## src/rtl/mmio_uart_fifo_pkg.sv

```systemverilog
`default_nettype none
// ============================================================================
// Module   : mmio_uart_fifo_pkg
// Purpose  : Register map, bit positions and TX FSM states for the MMIO UART.
// Revision : 1.0 - initial release
// ============================================================================
package mmio_uart_fifo_pkg;

    // Word offsets decoded from addr[3:2]; mirrored by the software headers.
    localparam logic [1:0] MMIO_UART_REG_DATA   = 2'd0;
    localparam logic [1:0] MMIO_UART_REG_STATUS = 2'd1;
    localparam logic [1:0] MMIO_UART_REG_CTRL   = 2'd2;

    localparam int MMIO_UART_ST_TX_FULL      = 0;
    localparam int MMIO_UART_ST_TX_EMPTY     = 1;
    localparam int MMIO_UART_ST_RX_FULL      = 2;
    localparam int MMIO_UART_ST_RX_EMPTY     = 3;
    localparam int MMIO_UART_ST_TX_DROP      = 4;
    localparam int MMIO_UART_ST_RX_OVERRUN   = 5;
    localparam int MMIO_UART_ST_TX_COUNT_LSB = 8;
    localparam int MMIO_UART_ST_RX_COUNT_LSB = 16;

    localparam int MMIO_UART_CTRL_RX_IRQ_EN  = 0;
    localparam int MMIO_UART_CTRL_TX_IRQ_EN  = 1;
    localparam int MMIO_UART_CTRL_RX_FLUSH   = 2;
    localparam int MMIO_UART_CTRL_TX_FLUSH   = 3;

    typedef enum logic [1:0] {
        T_IDLE = 2'd0,
        T_KICK = 2'd1,
        T_HOLD = 2'd2
    } tx_state_t;

    function automatic logic [31:0] mmio_uart_status(
        input logic       tx_full,
        input logic       tx_empty,
        input logic       rx_full,
        input logic       rx_empty,
        input logic       tx_drop,
        input logic       rx_overrun,
        input logic [7:0] tx_count,
        input logic [7:0] rx_count
    );
        logic [31:0] s;
        s = '0;
        s[MMIO_UART_ST_TX_FULL]    = tx_full;
        s[MMIO_UART_ST_TX_EMPTY]   = tx_empty;
        s[MMIO_UART_ST_RX_FULL]    = rx_full;
        s[MMIO_UART_ST_RX_EMPTY]   = rx_empty;
        s[MMIO_UART_ST_TX_DROP]    = tx_drop;
        s[MMIO_UART_ST_RX_OVERRUN] = rx_overrun;
        s[MMIO_UART_ST_TX_COUNT_LSB +: 8] = tx_count;
        s[MMIO_UART_ST_RX_COUNT_LSB +: 8] = rx_count;
        return s;
    endfunction

endpackage
`default_nettype wire

```

## src/rtl/mmio_uart_fifo_if.sv

```systemverilog
`default_nettype none
// ============================================================================
// Module   : mmio_uart_fifo_if
// Purpose  : CPU MMIO bus bundle (select, address, write data/enables, read).
// Revision : 1.0 - initial release
// ============================================================================
interface mmio_uart_fifo_if #(
    parameter int ADDR_W = 16
);
    logic              oe;
    logic [ADDR_W-1:0] addr;
    logic [31:0]       wdata;
    logic [3:0]        we;
    logic [31:0]       rdata;
    logic              valid;

    modport master (output oe, addr, wdata, we, input  rdata, valid);
    modport slave  (input  oe, addr, wdata, we, output rdata, valid);
endinterface
`default_nettype wire

```

## src/rtl/mmio_uart_fifo_serial.sv

```systemverilog
`default_nettype none
// ============================================================================
// Module   : UARTTX / UARTRX
// Purpose  : 8N1 serial transmit and receive cores, SERIAL_WCNT clocks per bit.
// Revision : 1.0 - initial release
// ============================================================================
module UARTTX #(
    parameter int SERIAL_WCNT = 100
) (
    input  logic       CLK,
    input  logic       RST_X,
    input  logic [7:0] DATA,
    input  logic       WE,
    output logic       TXD,
    output logic       READY
);
    logic [9:0]  r_shift;
    logic [15:0] r_wcnt;
    logic [3:0]  r_bits;
    logic        r_busy;

    always_ff @(posedge CLK) begin
        if (!RST_X) begin
            r_shift <= '1;
            r_wcnt  <= '0;
            r_bits  <= '0;
            r_busy  <= 1'b0;
        end else if (!r_busy) begin
            if (WE) begin
                r_shift <= {1'b1, DATA, 1'b0};
                r_wcnt  <= '0;
                r_bits  <= 4'd10;
                r_busy  <= 1'b1;
            end
        end else if (r_wcnt == 16'(SERIAL_WCNT - 1)) begin
            // Shift in ones so the line rests high once the frame is out.
            r_wcnt  <= '0;
            r_shift <= {1'b1, r_shift[9:1]};
            r_bits  <= r_bits - 4'd1;
            if (r_bits == 4'd1) r_busy <= 1'b0;
        end else begin
            r_wcnt <= r_wcnt + 16'd1;
        end
    end

    assign TXD   = r_shift[0];
    assign READY = !r_busy;
endmodule

module UARTRX #(
    parameter int SERIAL_WCNT = 100
) (
    input  logic       CLK,
    input  logic       RST_X,
    input  logic       RXD,
    output logic [7:0] DATA,
    output logic       VALID
);
    logic        r_s1;
    logic        r_s2;
    logic        r_busy;
    logic [15:0] r_wcnt;
    logic [3:0]  r_bit;
    logic [7:0]  r_shift;
    logic [7:0]  r_data;
    logic        r_valid;

    always_ff @(posedge CLK) begin
        if (!RST_X) begin
            r_s1    <= 1'b1;
            r_s2    <= 1'b1;
            r_busy  <= 1'b0;
            r_wcnt  <= '0;
            r_bit   <= '0;
            r_shift <= '0;
            r_data  <= '0;
            r_valid <= 1'b0;
        end else begin
            r_s1    <= RXD;
            r_s2    <= r_s1;
            r_valid <= 1'b0;
            if (!r_busy) begin
                // Half a bit to reach the middle of the start bit.
                if (!r_s2) begin
                    r_busy <= 1'b1;
                    r_wcnt <= 16'(SERIAL_WCNT / 2);
                    r_bit  <= '0;
                end
            end else if (r_wcnt != '0) begin
                r_wcnt <= r_wcnt - 16'd1;
            end else begin
                r_wcnt <= 16'(SERIAL_WCNT - 1);
                r_bit  <= r_bit + 4'd1;
                if (r_bit == 4'd0) begin
                    if (r_s2) r_busy <= 1'b0;
                end else if (r_bit == 4'd9) begin
                    r_busy <= 1'b0;
                    if (r_s2) begin
                        r_data  <= r_shift;
                        r_valid <= 1'b1;
                    end
                end else begin
                    r_shift <= {r_s2, r_shift[7:1]};
                end
            end
        end
    end

    assign DATA  = r_data;
    assign VALID = r_valid;
endmodule
`default_nettype wire

```

## src/rtl/mmio_uart_fifo_sync_fifo.sv

```systemverilog
`default_nettype none
// ============================================================================
// Module   : sync_fifo
// Purpose  : Single-clock FIFO with push/pop/flush, full/empty and occupancy.
// Revision : 1.0 - initial release
// ============================================================================
module sync_fifo #(
    parameter int WIDTH = 8,
    parameter int DEPTH = 16
) (
    input  logic                   clk,
    input  logic                   rst,
    input  logic                   push,
    input  logic                   pop,
    input  logic                   flush,
    input  logic [WIDTH-1:0]       din,
    output logic [WIDTH-1:0]       dout,
    output logic                   full,
    output logic                   empty,
    output logic [$clog2(DEPTH):0] count
);
    localparam int AW = $clog2(DEPTH);
    localparam int CW = AW + 1;

    logic [WIDTH-1:0] r_mem [DEPTH];
    logic [AW-1:0]    r_wr_ptr;
    logic [AW-1:0]    r_rd_ptr;
    logic [CW-1:0]    r_count;
    logic             w_do_push;
    logic             w_do_pop;

    // A pop frees the slot the same-cycle push needs, so full does not block it.
    assign w_do_pop  = pop && !empty;
    assign w_do_push = push && (!full || w_do_pop);

    always_ff @(posedge clk) begin
        if (rst || flush) begin
            r_wr_ptr <= '0;
            r_rd_ptr <= '0;
            r_count  <= '0;
        end else begin
            if (w_do_push) r_wr_ptr <= r_wr_ptr + AW'(1);
            if (w_do_pop)  r_rd_ptr <= r_rd_ptr + AW'(1);
            if (w_do_push && !w_do_pop)      r_count <= r_count + CW'(1);
            else if (!w_do_push && w_do_pop) r_count <= r_count - CW'(1);
        end
    end

    always_ff @(posedge clk) begin
        if (w_do_push) r_mem[r_wr_ptr] <= din;
    end

    assign dout  = r_mem[r_rd_ptr];
    assign full  = (r_count == CW'(DEPTH));
    assign empty = (r_count == '0);
    assign count = r_count;
endmodule
`default_nettype wire

```

## src/rtl/mmio_uart_fifo.sv

```systemverilog
`default_nettype none
// ============================================================================
// Module   : mmio_uart_fifo
// Purpose  : Buffered MMIO UART: TX/RX FIFOs, sticky errors, CTRL/STATUS, irq.
// Revision : 1.0 - initial release
// ============================================================================
module mmio_uart_fifo
    import mmio_uart_fifo_pkg::*;
#(
    parameter int ADDR_W   = 16,
    parameter int CPU_FREQ = 100000000,
    parameter int BAUDRATE = 1000000,
    parameter int TX_DEPTH = 16,
    parameter int RX_DEPTH = 16
) (
    input  logic                  clk,
    input  logic                  rst,
    mmio_uart_fifo_if.slave       bus,
    output logic                  txd,
    input  logic                  rxd,
    output logic                  irq
);
    localparam int SERIAL_WCNT = CPU_FREQ / BAUDRATE;
    localparam int TX_CW       = $clog2(TX_DEPTH) + 1;
    localparam int RX_CW       = $clog2(RX_DEPTH) + 1;

    logic             w_rd, w_wr;
    logic [1:0]       w_sel;
    logic             w_rst_x;
    logic             w_unused;

    logic             w_tx_push, w_tx_pop, w_tx_flush, w_tx_full, w_tx_empty, w_tx_drop;
    logic [7:0]       w_tx_dout;
    logic [TX_CW-1:0] w_tx_count;
    logic             w_rx_valid, w_rx_pop, w_rx_flush, w_rx_full, w_rx_empty, w_rx_overrun;
    logic [7:0]       w_rx_din, w_rx_dout;
    logic [RX_CW-1:0] w_rx_count;
    logic             w_tx_ready;
    logic [31:0]      w_rd_val;

    tx_state_t        r_tx_state;
    logic             r_tx_we;
    logic [7:0]       r_tx_data;
    logic [31:0]      r_rdata;
    logic             r_valid, r_irq;
    logic             r_tx_drop, r_rx_overrun;
    logic             r_rx_irq_en, r_tx_irq_en;

    assign w_rd    = bus.oe && (bus.we == 4'b0000);
    assign w_wr    = bus.oe && bus.we[0];
    assign w_sel   = bus.addr[3:2];
    assign w_rst_x = !rst;
    assign w_unused = ^{bus.addr[ADDR_W-1:4], bus.addr[1:0], bus.wdata[31:8]};

    assign w_tx_push  = w_wr && (w_sel == MMIO_UART_REG_DATA);
    assign w_rx_pop   = w_rd && (w_sel == MMIO_UART_REG_DATA);
    assign w_tx_flush = w_wr && (w_sel == MMIO_UART_REG_CTRL) && bus.wdata[MMIO_UART_CTRL_TX_FLUSH];
    assign w_rx_flush = w_wr && (w_sel == MMIO_UART_REG_CTRL) && bus.wdata[MMIO_UART_CTRL_RX_FLUSH];
    assign w_tx_pop   = (r_tx_state == T_IDLE) && !w_tx_empty && w_tx_ready;

    // A same-cycle pop makes room, and a flush discards the byte silently.
    assign w_tx_drop    = w_tx_push  && w_tx_full && !w_tx_pop && !w_tx_flush;
    assign w_rx_overrun = w_rx_valid && w_rx_full && !w_rx_pop && !w_rx_flush;

    sync_fifo #(.WIDTH(8), .DEPTH(TX_DEPTH)) u_tx_fifo (
        .clk(clk), .rst(rst), .push(w_tx_push), .pop(w_tx_pop), .flush(w_tx_flush),
        .din(bus.wdata[7:0]), .dout(w_tx_dout), .full(w_tx_full), .empty(w_tx_empty),
        .count(w_tx_count)
    );

    sync_fifo #(.WIDTH(8), .DEPTH(RX_DEPTH)) u_rx_fifo (
        .clk(clk), .rst(rst), .push(w_rx_valid), .pop(w_rx_pop), .flush(w_rx_flush),
        .din(w_rx_din), .dout(w_rx_dout), .full(w_rx_full), .empty(w_rx_empty),
        .count(w_rx_count)
    );

    UARTTX #(.SERIAL_WCNT(SERIAL_WCNT)) u_tx (
        .CLK(clk), .RST_X(w_rst_x), .DATA(r_tx_data), .WE(r_tx_we),
        .TXD(txd), .READY(w_tx_ready)
    );

    UARTRX #(.SERIAL_WCNT(SERIAL_WCNT)) u_rx (
        .CLK(clk), .RST_X(w_rst_x), .RXD(rxd), .DATA(w_rx_din), .VALID(w_rx_valid)
    );

    always_comb begin
        w_rd_val = '0;
        case (w_sel)
            MMIO_UART_REG_DATA:
                w_rd_val = {w_rx_empty, 23'h0, (w_rx_empty ? 8'h00 : w_rx_dout)};
            MMIO_UART_REG_STATUS:
                w_rd_val = mmio_uart_status(w_tx_full, w_tx_empty, w_rx_full, w_rx_empty,
                                            r_tx_drop, r_rx_overrun,
                                            8'(w_tx_count), 8'(w_rx_count));
            MMIO_UART_REG_CTRL:
                w_rd_val = {30'h0, r_tx_irq_en, r_rx_irq_en};
            default:
                w_rd_val = '0;
        endcase
    end

    always_ff @(posedge clk) begin
        if (rst) begin
            r_rdata      <= '0;
            r_valid      <= 1'b0;
            r_irq        <= 1'b0;
            r_tx_drop    <= 1'b0;
            r_rx_overrun <= 1'b0;
            r_rx_irq_en  <= 1'b0;
            r_tx_irq_en  <= 1'b0;
        end else begin
            r_valid <= w_rd;
            if (w_rd) r_rdata <= w_rd_val;

            // New errors win over a same-cycle write-1-to-clear.
            if (w_tx_drop)
                r_tx_drop <= 1'b1;
            else if (w_wr && (w_sel == MMIO_UART_REG_STATUS) && bus.wdata[MMIO_UART_ST_TX_DROP])
                r_tx_drop <= 1'b0;
            if (w_rx_overrun)
                r_rx_overrun <= 1'b1;
            else if (w_wr && (w_sel == MMIO_UART_REG_STATUS) && bus.wdata[MMIO_UART_ST_RX_OVERRUN])
                r_rx_overrun <= 1'b0;

            if (w_wr && (w_sel == MMIO_UART_REG_CTRL)) begin
                r_rx_irq_en <= bus.wdata[MMIO_UART_CTRL_RX_IRQ_EN];
                r_tx_irq_en <= bus.wdata[MMIO_UART_CTRL_TX_IRQ_EN];
            end

            r_irq <= (r_rx_irq_en && !w_rx_empty) || (r_tx_irq_en && w_tx_empty);
        end
    end

    always_ff @(posedge clk) begin
        if (rst) begin
            r_tx_state <= T_IDLE;
            r_tx_we    <= 1'b0;
            r_tx_data  <= '0;
        end else begin
            case (r_tx_state)
                T_IDLE: begin
                    if (w_tx_pop) begin
                        r_tx_data  <= w_tx_dout;
                        r_tx_we    <= 1'b1;
                        r_tx_state <= T_KICK;
                    end
                end
                T_KICK: begin
                    r_tx_we    <= 1'b0;
                    r_tx_state <= T_HOLD;
                end
                // READY drops only after the core latches WE; give it a cycle.
                T_HOLD:  r_tx_state <= T_IDLE;
                default: begin
                    r_tx_we    <= 1'b0;
                    r_tx_state <= T_IDLE;
                end
            endcase
        end
    end

    assign bus.rdata = r_rdata;
    assign bus.valid = r_valid;
    assign irq       = r_irq;
endmodule
`default_nettype wire

```

## src/flat_wrapper.sv

```systemverilog
// flat-port wrapper written by rule: the top's interface ports become plain ports
module mmio_uart_fifo_flat import mmio_uart_fifo_pkg::*;
#(
    parameter int ADDR_W   = 16,
    parameter int CPU_FREQ = 100000000,
    parameter int BAUDRATE = 1000000,
    parameter int TX_DEPTH = 16,
    parameter int RX_DEPTH = 16
)
  (clk, rst, txd, rxd, irq, bus_oe, bus_addr, bus_wdata, bus_we, bus_rdata, bus_valid);
  mmio_uart_fifo_if #(.ADDR_W(ADDR_W)) bus_i ();
  input  logic clk;
  input  logic rst;
  output logic txd;
  input  logic rxd;
  output logic irq;
  input wire logic [$bits(bus_i.oe)-1:0] bus_oe;
  input wire logic [$bits(bus_i.addr)-1:0] bus_addr;
  input wire logic [$bits(bus_i.wdata)-1:0] bus_wdata;
  input wire logic [$bits(bus_i.we)-1:0] bus_we;
  output wire logic [$bits(bus_i.rdata)-1:0] bus_rdata;
  output wire logic [$bits(bus_i.valid)-1:0] bus_valid;
  assign bus_i.oe = bus_oe;
  assign bus_i.addr = bus_addr;
  assign bus_i.wdata = bus_wdata;
  assign bus_i.we = bus_we;
  assign bus_rdata = bus_i.rdata;
  assign bus_valid = bus_i.valid;
  mmio_uart_fifo #(.ADDR_W(ADDR_W), .CPU_FREQ(CPU_FREQ), .BAUDRATE(BAUDRATE), .TX_DEPTH(TX_DEPTH), .RX_DEPTH(RX_DEPTH)) u_core (.clk(clk), .rst(rst), .bus(bus_i), .txd(txd), .rxd(rxd), .irq(irq));
endmodule
```

## config.mk

```make
export PLATFORM = sky130hd
export DESIGN_NAME = mmio_uart_fifo_flat
export DESIGN_NICKNAME = d
export VERILOG_FILES = /design/src/rtl/mmio_uart_fifo_pkg.sv /design/src/rtl/mmio_uart_fifo_if.sv /design/src/rtl/mmio_uart_fifo_serial.sv /design/src/rtl/mmio_uart_fifo_sync_fifo.sv /design/src/rtl/mmio_uart_fifo.sv /design/src/flat_wrapper.sv
export SDC_FILE = /design/constraint.sdc
export NUM_CORES = 1
export LEC_CHECK = 0
export CELL_PAD_IN_SITES_DETAIL_PLACEMENT = 2
export CELL_PAD_IN_SITES_GLOBAL_PLACEMENT = 2
export CORE_AREA = 3 3 151 263
export CTS_CLUSTER_DIAMETER = 30
export DETAILED_ROUTE_END_ITERATION = 8
export DIE_AREA = 0 0 154 266
export PLACE_DENSITY_LB_ADDON = 0.1
export SYNTH_ARGS = -nofsm -noshare
export SYNTH_HDL_FRONTEND = slang
export SYNTH_SLANG_ARGS = --single-unit
export TNS_END_PERCENT = 20
```

## constraint.sdc

```tcl
create_clock -name clk -period 5.4 [get_ports clk]
set_input_delay 1.08 -clock clk [delete_from_list [all_inputs] [get_ports clk]]
set_output_delay 1.08 -clock clk [all_outputs]
set_load 0.005 [all_outputs]
```

==> impl_metrics.env, run 1 <==
export IMPL_status="finished clean"
export IMPL_fin_util_pct=50.63
export IMPL_fin_area_sq_um=19110
export IMPL_avgSynthCellArea_sq_um=14.12
export IMPL_cpMaxStageDelayCell="or4b_2"
export IMPL_multi_input_area_sq_um=5391
export IMPL_ys_ff_latch=392
export IMPL_cts_sinks=392
export IMPL_p_comb_share_pct=13.6
export IMPL_cts_buffers=55
export IMPL_setup_tns_ns=0
export IMPL_hp_class="flop to flop"
export IMPL_dieArea_sq_um=40960
export IMPL_io_pins=91
export IMPL_initial_core_util_pct=42.90
export IMPL_start_kind="input pin"
export IMPL_dr_total_vias=9853
export IMPL_drc_errors=0
export IMPL_dpl_instance_area_sq_um=17110
export IMPL_path_class="input pin to flop"
export IMPL_maxSlewViolCount=0
export IMPL_maxCapViolations=0
export IMPL_setup_slack_ns=1.272
export IMPL_portBuffers=39
export IMPL_grt_max_degree=47
export IMPL_p_sw_uw=2351
export IMPL_ant_nets=0
export IMPL_gp_congestion=0.7535
export IMPL_synth_sequential_area_ratio_pct=64.28
export IMPL_fin_worst_skew_ns=0.01645
export IMPL_cp_max_fo=6
export IMPL_synth_compound_gate_area_share_pct=7.386
export IMPL_post_route_period_util_pct=76.44
export IMPL_rsz0062_at_grt="no"
export IMPL_clockRootBuffer="clkbuf_16"
export IMPL_area_growth_synth_to_final_pct=18.02
export IMPL_dpl_worst_slack_ns=0.7166
export IMPL_p_int_uw=6078
export IMPL_clkLatencyLatePin_ns=0.59
export IMPL_max_stage_delay_ns=0.74
export IMPL_whs_path_depth=1
export IMPL_cts_buffer_depth=3
export IMPL_crit_chain="clkdlybuf4s50_1 -> or4b_2 -> nor3_1 -> o21a_1 -> ha_1 -> inv_1 -> fa_1 -> a21o_1 -> a21oi_1 -> xnor2_1 -> or3_1 -> a21oi_1"
export IMPL_synth_ff_type="edfxtp_1"
export IMPL_die_width_um=154
export IMPL_timing_hold_violations_final=0
export IMPL_clkPwrFrac_pct=45.9
export IMPL_firstDrtPassIters=5
export IMPL_synth_adder_area_share_pct=2.256
export IMPL_r2r_start="u_core.u_rx_fifo.count[0]$_SDFFE_PP0P_"
export IMPL_hold_start="u_core.u_rx.r_s1$_SDFF_PP1_"
export IMPL_clkTransAtPathRegs_ns=0.06
export IMPL_cp_arrival_ns=4.65
export IMPL_synth_edf_count=256
export IMPL_synth_xor_area_share_pct=1.190
export IMPL_relSlewSlack_pct=22.76
export IMPL_power_leakage_uw=0.006416
export IMPL_seqPwrFrac_pct=40.5
export IMPL_n_antenna_cell=0
export IMPL_syn_area_sq_um=16200
export IMPL_power_density_nw_per_um2=441.0
export IMPL_timing_reg2reg_worst_path_depth=12
export IMPL_cts_tree="yes"
export IMPL_yosys_warnings=0
export IMPL_r2r_end="u_core.u_rx_fifo.count[4]$_SDFFE_PP0P_"
export IMPL_synth_simple_area_share_pct=9.626
export IMPL_routedWlPerCell_um=25.22
export IMPL_rows=94
export IMPL_regArea_sq_um=10410
export IMPL_num_nets_final=1296
export IMPL_ctsHoldBuffers=0
export IMPL_yosysUniqueCellTypes=65
export IMPL_p_total_uw=8429
export IMPL_vias_per_cell=5.666
export IMPL_h_tree_depth=2
export IMPL_design_core_area_sq_um=37750
export IMPL_grt_pass1_vias=11080
export IMPL_synth_async_reset_ratio_pct=0
export IMPL_drive_above_1_share_pct=18.11
export IMPL_muxShareOfSynthArea_pct=12.51
export IMPL_synth_top_family_by_area="multiplexers"
export IMPL_switching_share_pct=27.89
export IMPL_ctsResizeCount=0
export IMPL_grtUsageTotal_pct=21.64
export IMPL_fillerInstances=3476
export IMPL_die_y_um=266
export IMPL_max_freq_ghz=0.2423
export IMPL_overflow=0
export IMPL_worst_slew_pin_slew_ns=1.154
export IMPL_grt_pass1_wl_um=68250
export IMPL_hold_end="u_core.u_rx.r_s2$_SDFF_PP1_"
export IMPL_antenna_found_initial=0
export IMPL_crit_required_ns=5.92
export IMPL_postCtsSetupRepairBufs=0
export IMPL_drt_total_wl_um=43850
export IMPL_drt_iter0_markers=429
export IMPL_finalSetupViolations=0
export IMPL_synthCells=1147
export IMPL_crit_top_cell="a21oi_1"
export IMPL_dp_hpwl_um=29690
export IMPL_peakVddDrop_mv=0.3150
export IMPL_rrSetupSlack_ns=1.99
export IMPL_critPathCaptureType="flop"
export IMPL_min_period_ns=4.128
-- sequential cells by signal (all words and copies together) (netlist names), 5 cells and up, named ones only --
name and flops:
u_core.u_tx_fifo.count 5, u_core.u_rx.r_shift 8, u_core.bus.rdata 19, u_core.u_tx.r_wcnt 16
u_core.u_rx_fifo.count 5, u_core.r_tx_data 8, u_core.u_rx.r_wcnt 16, u_core.u_rx.DATA 8
u_core.u_tx_fifo.r_mem 128, u_core.u_tx.r_shift 9, u_core.u_rx_fifo.r_mem 128
-- cell type report --
type                            instances  share of cell area, %
Timing Repair Buffer                   71                  3.286
Multi-Input combinational cell        670                  28.21
Clock buffer                           56                  7.220
Inverter                               22                 0.4321
Sequential cell                       392                  54.47
Clock inverter                         48                  3.240
Tap cell                              480                  3.142
-- stage by stage --
stage	cells	hold slack [ns]
finish	1739	0.4150
global route	1739	0.4504
CTS	1739	0.4213
detailed placement	1635	0.3989
global placement	1635	0.4034
floorplan	1159	0.3895
-- worst max-delay path by stage --
stage | end | slack, ns | from | depth (start not counted)
2_1_floorplan | u_core.u_rx_fifo.count[4]$_SDFFE_PP0P_ | 1.31 | bus_we[0] | 12
3_3_place_gp | u_core.u_rx_fifo.count[4]$_SDFFE_PP0P_ | 0.77 | bus_we[0] | 12
3_5_place_dp | u_core.u_rx_fifo.count[4]$_SDFFE_PP0P_ | 0.72 | bus_we[0] | 12
4_1_cts | u_core.u_rx_fifo.count[4]$_SDFFE_PP0P_ | 1.26 | bus_we[0] | 12
5_1_grt | u_core.u_rx_fifo.count[4]$_SDFFE_PP0P_ | 1.08 | bus_we[0] | 12
6_report | u_core.u_rx_fifo.count[4]$_SDFFE_PP0P_ | 1.27 | bus_we[0] | 12
-- synth_stat cells, types with 13 or more instances --
library cell  number  area share (%)
inv_1             22            0.51
a21oi_1           50             1.5
nand3_1           23            0.71
clkbuf_1          36            0.83
a22o_1            13            0.70
nor2b_1           13            0.50
mux4_2            64             8.9
a22oi_1           18            0.83
nand2_1           45             1.0
ha_1              26             2.0
o21ai_0           29            0.90
dfxtp_1          136              17
edfxtp_1         256              47
nand2b_1          22            0.85
mux2i_1           46             2.8
or3_1             13            0.50
nor3_1            30            0.93
nor2_1           108             2.5
buf_4             15            0.70
a31oi_1           13            0.50
-- cells in the final DEF (no fill, tap or decap), types with 5 or more instances in the layout --
cell             synthesis  final
mux2_2                  11     11
a22oi_1                 18     18
buf_4                   15     33
nand3_1                 23     23
mux2i_1                 46     46
nor3_1                  30     30
clkinv_2                 0      6
inv_6                    0     11
a211oi_1                12     12
nand2_1                 45     45
ha_1                    26     26
xnor2_1                 10     10
mux4_2                  64     64
nor2b_1                 13     13
xor2_1                  12     12
a21o_1                   8      8
o211ai_1                 7      7
edfxtp_1               256    256
a21oi_1                 50     50
nand3b_1                 5      5
inv_1                   22     22
o21ai_0                 29     28
bufinv_16                0      7
and3_1                   5      5
clkbuf_16                0     55
clkdlybuf4s50_1          0     38
nor4_1                   9      9
a22o_1                  13     13
or3_1                   13     13
conb_1                   1     13
a41oi_1                  6      6
inv_8                    0     11
nand2b_1                22     22
nor2_1                 108    108
dfxtp_1                136    135
a31oi_1                 13     13
nand4_1                  6      6
-- critical path, delay by kind of cell --
kind,cells,cell delay (ns)
xor+xnor,1,0.10
buf+inv,2,0.57
simple gates,3,1.31
compound gates,4,0.86
fa+ha+maj,2,0.72
-- power groups by stage --
stage / Combinational [uW] / Clock [uW] / Sequential [uW]
final: 1140 / 3870 / 3410
after global routing: 1280 / 4080 / 3430
after CTS: 1180 / 3940 / 3420
after detailed placement: 1160 / 0 / 3480
after global placement: 1120 / 0 / 3470
after floorplan: 874 / 0 / 3420
-- cells by family after synthesis --
family / Yosys count
flops: 392
simple gates: 306
compound gates: 180
mux: 121
buf+inv: 97
fa+ha+maj: 28
xor+xnor: 22
other cells: 1
-- per-layer routing --
metal  vias up  global-route usage, %  part of all wire, %
met3        78                  2.649                  2.8
li1       4499                      -                    -
met4         0                  7.334                  3.2
met1      5111                  23.54                   36
met5         -                      0                    0
met2       165                  42.63                   58
Note: power is estimated with default switching activity, not from simulation.
==> run 2, diff against run 1 <==
--- a/config.mk
+++ b/config.mk
@@ -7,10 +7,10 @@
 export LEC_CHECK = 0
 export CELL_PAD_IN_SITES_DETAIL_PLACEMENT = 2
 export CELL_PAD_IN_SITES_GLOBAL_PLACEMENT = 2
-export CORE_AREA = 3 3 151 263
+export CORE_AREA = 3 3 159 276
 export CTS_CLUSTER_DIAMETER = 30
 export DETAILED_ROUTE_END_ITERATION = 8
-export DIE_AREA = 0 0 154 266
+export DIE_AREA = 0 0 162 279
 export PLACE_DENSITY_LB_ADDON = 0.1
 export SYNTH_ARGS = -nofsm -noshare
 export SYNTH_HDL_FRONTEND = slang
==> constraint.sdc (replaced) <==
create_clock -name clk -period 3.6 [get_ports clk]
set_input_delay 0.72 -clock clk [delete_from_list [all_inputs] [get_ports clk]]
set_output_delay 0.72 -clock clk [all_outputs]
set_load 0.005 [all_outputs]
==> run 2 against run 1 <==
Effect of this change:
- clock skew grew 0.0077 ns
- clock power up 60%
- cell count grew 7.1%
- via count grew 1.4%
- combinational power is 48% higher
- count of clock-buffer cells in the layout up 10
- worst hold slack improved by 0.018 ns
- first-iteration DRC count grew 9.3%
- non-clock buffer count is 40 higher
- die area increased by 10%
==> impl_metrics.env, run 2 (synthesis results as in run 1) <==
export IMPL_cts_buffers=61
export IMPL_dr_total_vias=9987
export IMPL_grt_busiest_layer="met2"
export IMPL_use_met2_pct=40.12
export IMPL_maxCapViolations=0
export IMPL_clkLatencyLatePin_ns=0.59
export IMPL_n_antenna_cell=0
export IMPL_maxSlewViolCount=0
export IMPL_cts_buffer_depth=3
export IMPL_worst_slew_pin_slew_ns=1.013
export IMPL_stdcell_count=1863
export IMPL_timing_hold_violations_final=0
export IMPL_hp_class="flop to flop"
export IMPL_postCtsSetupRepairBufs=0
export IMPL_drt_total_wl_um=43750
export IMPL_drt_iter0_markers=469
export IMPL_overflow=0
export IMPL_setup_slack_ns=0.2351
export IMPL_status="finished clean"
export IMPL_ctsHoldBuffers=0
export IMPL_post_route_period_util_pct=93.47
export IMPL_die_y_um=279
export IMPL_mostFrequentLayoutCells="256 x edfxtp_1, 134 x dfxtp_1, 108 x nor2_1"
export IMPL_clkTransAtPathRegs_ns=0.05
export IMPL_initial_core_util_pct=38.68
export IMPL_drc_errors=0
export IMPL_dieArea_sq_um=45200
export IMPL_portBuffers=39
export IMPL_setup_tns_ns=0
export IMPL_dpl_worst_slack_ns=-0.3621
export IMPL_relSlewSlack_pct=31.92
export IMPL_cts_tree="yes"
export IMPL_ant_nets=0
export IMPL_power_density_nw_per_um2=662.7
export IMPL_gp_congestion=0.7934
export IMPL_area_growth_synth_to_final_pct=21.64
export IMPL_dp_hpwl_um=30270
export IMPL_min_period_ns=3.365
export IMPL_grt_max_degree=49
export IMPL_ctsResizeCount=0
export IMPL_die_width_um=162
export IMPL_max_freq_ghz=0.2972
export IMPL_dpl_cell_count=1750
export IMPL_grt_pass1_vias=11330
export IMPL_rows=99
export IMPL_routedWlPerCell_um=23.49
export IMPL_finalSetupViolations=0
export IMPL_num_nets_final=1342
export IMPL_peakVddDrop_mv=0.4077
export IMPL_drive_above_1_share_pct=21.10
export IMPL_vias_per_cell=5.361
export IMPL_timing_hold_ws_ns=0.4328
export IMPL_clockRootBuffer="clkbuf_16"
export IMPL_cts_sinks=392
export IMPL_final_common_cell="edfxtp_1"
export IMPL_cp_max_fo=3
export IMPL_fin_worst_skew_ns=0.02412
export IMPL_cp_arrival_ns=3.87
export IMPL_use_met1_pct=20.69
export IMPL_h_tree_depth=2
export IMPL_firstDrtPassIters=5
export IMPL_grt_pass1_wl_um=68540
export IMPL_use_met3_pct=2.405
export IMPL_io_pins=91
export IMPL_critPathCaptureType="flop"
export IMPL_crit_required_ns=4.11
export IMPL_rsz0062_at_grt="no"
export IMPL_path_class="input pin to flop"
export IMPL_antenna_found_initial=0
export IMPL_start_kind="input pin"
export IMPL_grtUsageTotal_pct=19.69
export IMPL_power_leakage_uw=0.006694
export IMPL_design_core_area_sq_um=41870
export IMPL_p_total_uw=13050
## run 2: layout make-up
class | instances | area (sq um)
Inverter | 22 | 82.58
Timing Repair Buffer | 111 | 928.4
Sequential cell | 392 | 10410
Clock inverter | 47 | 588.1
Fill cell | 4063 | 22170
Clock buffer | 66 | 1598
Multi-Input combinational cell | 670 | 5396
Tap cell | 555 | 694.4
## run 2: per-stage QoR
step / instance area (sq um) / util (%)
floorplan: 16250 / -
global placement: 17510 / 41.83
detailed placement: 17510 / 41.83
CTS: 19700 / 47.05
global route: 19700 / 47.05
finish: 19700 / 47.05
## run 2: path summary, 6_finish.rpt
kind	startpoint	end	slack, ns	cells after the start
hold / removal	u_core.u_rx.r_s1$_SDFF_PP1_	u_core.u_rx.r_s2$_SDFF_PP1_	0.43	1
setup reg to reg	u_core.u_rx_fifo.count[0]$_SDFFE_PP0P_	u_core.u_rx_fifo.count[4]$_SDFFE_PP0P_	0.52	12
hold reg to reg	u_core.u_rx.r_s1$_SDFF_PP1_	u_core.u_rx.r_s2$_SDFF_PP1_	0.43	1
setup / recovery	bus_we[0]	u_core.u_rx_fifo.count[4]$_SDFFE_PP0P_	0.24	12
## run 2: per-layer routing
metal  share of wire (%)  vias up
met1                  36     5208
met3                 2.5       63
met2                  60      134
li1                    -     4582
met5                   0        -
met4                 2.4        0
## run 2: critical path, stage by stage
cell and delay (ns):
clkdlybuf4s50_1 0.43, or4b_2 0.74, nor3_2 0.18, o21a_1 0.17
ha_1 0.17, inv_1 0.09, fa_1 0.45, a21o_1 0.17
a21oi_1 0.19, xnor2_1 0.11, or3_1 0.31, a21oi_1 0.14
## run 2: power by group
part | leakage, uW | internal, uW | switching [uW]
sequential | 0.00344 | 4940 | 212
clock | 0.00105 | 3970 | 2230
combinational | 0.00220 | 740 | 955
total | 0.00669 | 9660 | 3400
==> run 3, diff against run 2 <==
--- a/config.mk
+++ b/config.mk
@@ -5,12 +5,13 @@
 export SDC_FILE = /design/constraint.sdc
 export NUM_CORES = 1
 export LEC_CHECK = 0
+export CAP_MARGIN = 10
 export CELL_PAD_IN_SITES_DETAIL_PLACEMENT = 2
 export CELL_PAD_IN_SITES_GLOBAL_PLACEMENT = 2
-export CORE_AREA = 3 3 159 276
+export CORE_AREA = 2 2 158 275
 export CTS_CLUSTER_DIAMETER = 30
 export DETAILED_ROUTE_END_ITERATION = 8
-export DIE_AREA = 0 0 162 279
+export DIE_AREA = 0 0 160 277
 export PLACE_DENSITY_LB_ADDON = 0.1
 export SYNTH_ARGS = -nofsm -noshare
 export SYNTH_HDL_FRONTEND = slang
==> run 3 against run 2 <==
Effect of this change:
- worst setup slack got worse by 0.027 ns
- sequential share of layout area decreased by 0.57 points
- critical path depth unchanged
- clock power increased by 8.9%
- power increased by 4.4%
- largest power group unchanged
- final area increased by 1.1%
==> impl_metrics.env, run 3 (synthesis results as in run 1) <==
export IMPL_max_freq_ghz=0.2948
export IMPL_firstDrtPassIters=4
export IMPL_mostFrequentLayoutCells="256 x edfxtp_1, 134 x dfxtp_1, 108 x nor2_1"
export IMPL_die_width_um=160
export IMPL_dr_total_vias=10090
export IMPL_rows=100
export IMPL_grt_pass1_wl_um=69970
export IMPL_drc_errors=0
export IMPL_maxCapViolations=0
export IMPL_relSlewSlack_pct=30.06
export IMPL_finalSetupViolations=0
export IMPL_min_period_ns=3.392
export IMPL_postCtsSetupRepairBufs=0
export IMPL_initial_core_util_pct=38.30
export IMPL_grt_pass1_vias=11320
export IMPL_clockRootBuffer="clkbuf_16"
export IMPL_start_kind="input pin"
export IMPL_max_stage_delay_ns=0.74
export IMPL_hold_start="u_core.u_rx.r_s1$_SDFF_PP1_"
export IMPL_die_y_um=277
export IMPL_h_tree_depth=3
export IMPL_rsz0062_at_grt="no"
export IMPL_clkTransAtPathRegs_ns=0.05
export IMPL_post_route_period_util_pct=94.23
export IMPL_drt_total_wl_um=45450
export IMPL_cp_max_fo=3
export IMPL_timing_hold_ws_ns=0.4451
export IMPL_path_delay_family="simple AND/OR/NAND/NOR gates"
export IMPL_cts_tree="yes"
export IMPL_timing_hold_violations_final=0
export IMPL_rrSetupSlack_ns=0.68
export IMPL_worst_path_buf_inv=2
export IMPL_routedWlPerCell_um=24.22
export IMPL_path_class="input pin to flop"
export IMPL_drt_iter0_markers=573
export IMPL_area_growth_synth_to_final_pct=22.98
export IMPL_r2r_end="u_core.u_rx_fifo.count[4]$_SDFFE_PP0P_"
export IMPL_ctsHoldBuffers=0
export IMPL_ant_nets=0
export IMPL_fin_worst_skew_ns=0.02349
export IMPL_crit_chain="clkdlybuf4s50_1 -> or4b_2 -> nor3_2 -> o21a_1 -> ha_1 -> inv_1 -> fa_1 -> a21o_1 -> a21oi_1 -> xnor2_1 -> or3_1 -> a21oi_1"
export IMPL_fin_util_pct=47.09
export IMPL_power_leakage_uw=0.006814
export IMPL_vias_per_cell=5.375
export IMPL_status="finished clean"
export IMPL_maxSlewViolCount=0
export IMPL_clkLatencyLatePin_ns=0.59
export IMPL_hp_class="flop to flop"
export IMPL_num_nets_final=1347
export IMPL_n_antenna_cell=0
export IMPL_gp_congestion=0.7605
export IMPL_cts_buffer_depth=3
export IMPL_cpMaxStageDelayCell="or4b_2"
export IMPL_io_pins=91
export IMPL_cp_arrival_ns=3.89
export IMPL_whs_path_depth=1
export IMPL_worst_slew_pin_slew_ns=1.041
export IMPL_r2r_start="u_core.u_rx_fifo.count[0]$_SDFFE_PP0P_"
export IMPL_drive_above_1_share_pct=21.50
export IMPL_portBuffers=39
export IMPL_final_common_cell="edfxtp_1"
export IMPL_crit_required_ns=4.10
export IMPL_grt_max_degree=37
export IMPL_design_core_area_sq_um=42290
export IMPL_grtUsageTotal_pct=21.03
export IMPL_peakVddDrop_mv=0.4048
export IMPL_timing_reg2reg_worst_path_depth=11
export IMPL_hold_end="u_core.u_rx.r_s2$_SDFF_PP1_"
export IMPL_dp_hpwl_um=31160
export IMPL_ctsResizeCount=0
export IMPL_cts_buffers=66
export IMPL_crit_top_cell="a21oi_1"
export IMPL_power_density_nw_per_um2=684.1
export IMPL_critPathCaptureType="flop"
export IMPL_cts_sinks=392
export IMPL_overflow=0
export IMPL_antenna_found_initial=0
export IMPL_dieArea_sq_um=44320
run 3: cell types whose count changed in the layout (fill, tap and decap cells not counted), sizes merged:
cell      delta
clkinv       +1
clkbuf      +11
clkinvlp     -5
inv          +1
run 3: layout make-up:
type / count / area, sq um
Fill cell: 4146 / 22370
Tap cell: 561 / 701.9
Clock buffer: 77 / 1788
Inverter: 22 / 82.58
Timing Repair Buffer: 111 / 940.9
Multi-Input combinational cell: 670 / 5396
Clock inverter: 44 / 594.3
Sequential cell: 392 / 10410
run 3: metal layers:
| metal | GRT usage, % | part of all wire, % |
|---|---|---|
| met3 | 3.774 | 2.9 |
| met2 | 41.67 | 59 |
| met5 | 0 | 0 |
| met1 | 21.70 | 35 |
| met4 | 7.531 | 2.9 |
run 3: how the worst max path moves through the flow:
stage,endpoint,from,slack [ns],cells past startpoint
finish,u_core.u_rx_fifo.count[4]$_SDFFE_PP0P_,bus_we[0],0.21,12
global route,u_core.u_rx_fifo.count[4]$_SDFFE_PP0P_,bus_we[0],0.04,12
CTS,u_core.u_rx_fifo.count[4]$_SDFFE_PP0P_,bus_we[0],0.16,12
detailed placement,u_core.u_rx_fifo.count[4]$_SDFFE_PP0P_,bus_we[0],-0.42,12
global placement,u_core.u_rx_fifo.count[4]$_SDFFE_PP0P_,bus_we[0],-0.25,12
floorplan,u_core.u_rx_fifo.count[4]$_SDFFE_PP0P_,bus_we[0],0.01,12
run 3: power by group:
group,total (uW),switching [uW],internal [uW]
Clock,6750,2390,4360
Combinational,1730,970,755
Sequential,5150,208,4940
Total,13600,3560,10100
run 3: through the flow:
stage | std cells | setup TNS (ns) | total power (uW) | worst slack, ns | area (sq um)
after floorplan | 1159 | 0 | 6446 | 0.01169 | 16250
after global placement | 1756 | -0.2721 | 6941 | -0.2526 | 17530
after detailed placement | 1756 | -0.5768 | 7009 | -0.4165 | 17530
after CTS | 1877 | 0 | 13830 | 0.1649 | 19920
after global routing | 1877 | 0 | 14180 | 0.03733 | 19920
final | 1877 | 0 | 13620 | 0.2078 | 19920
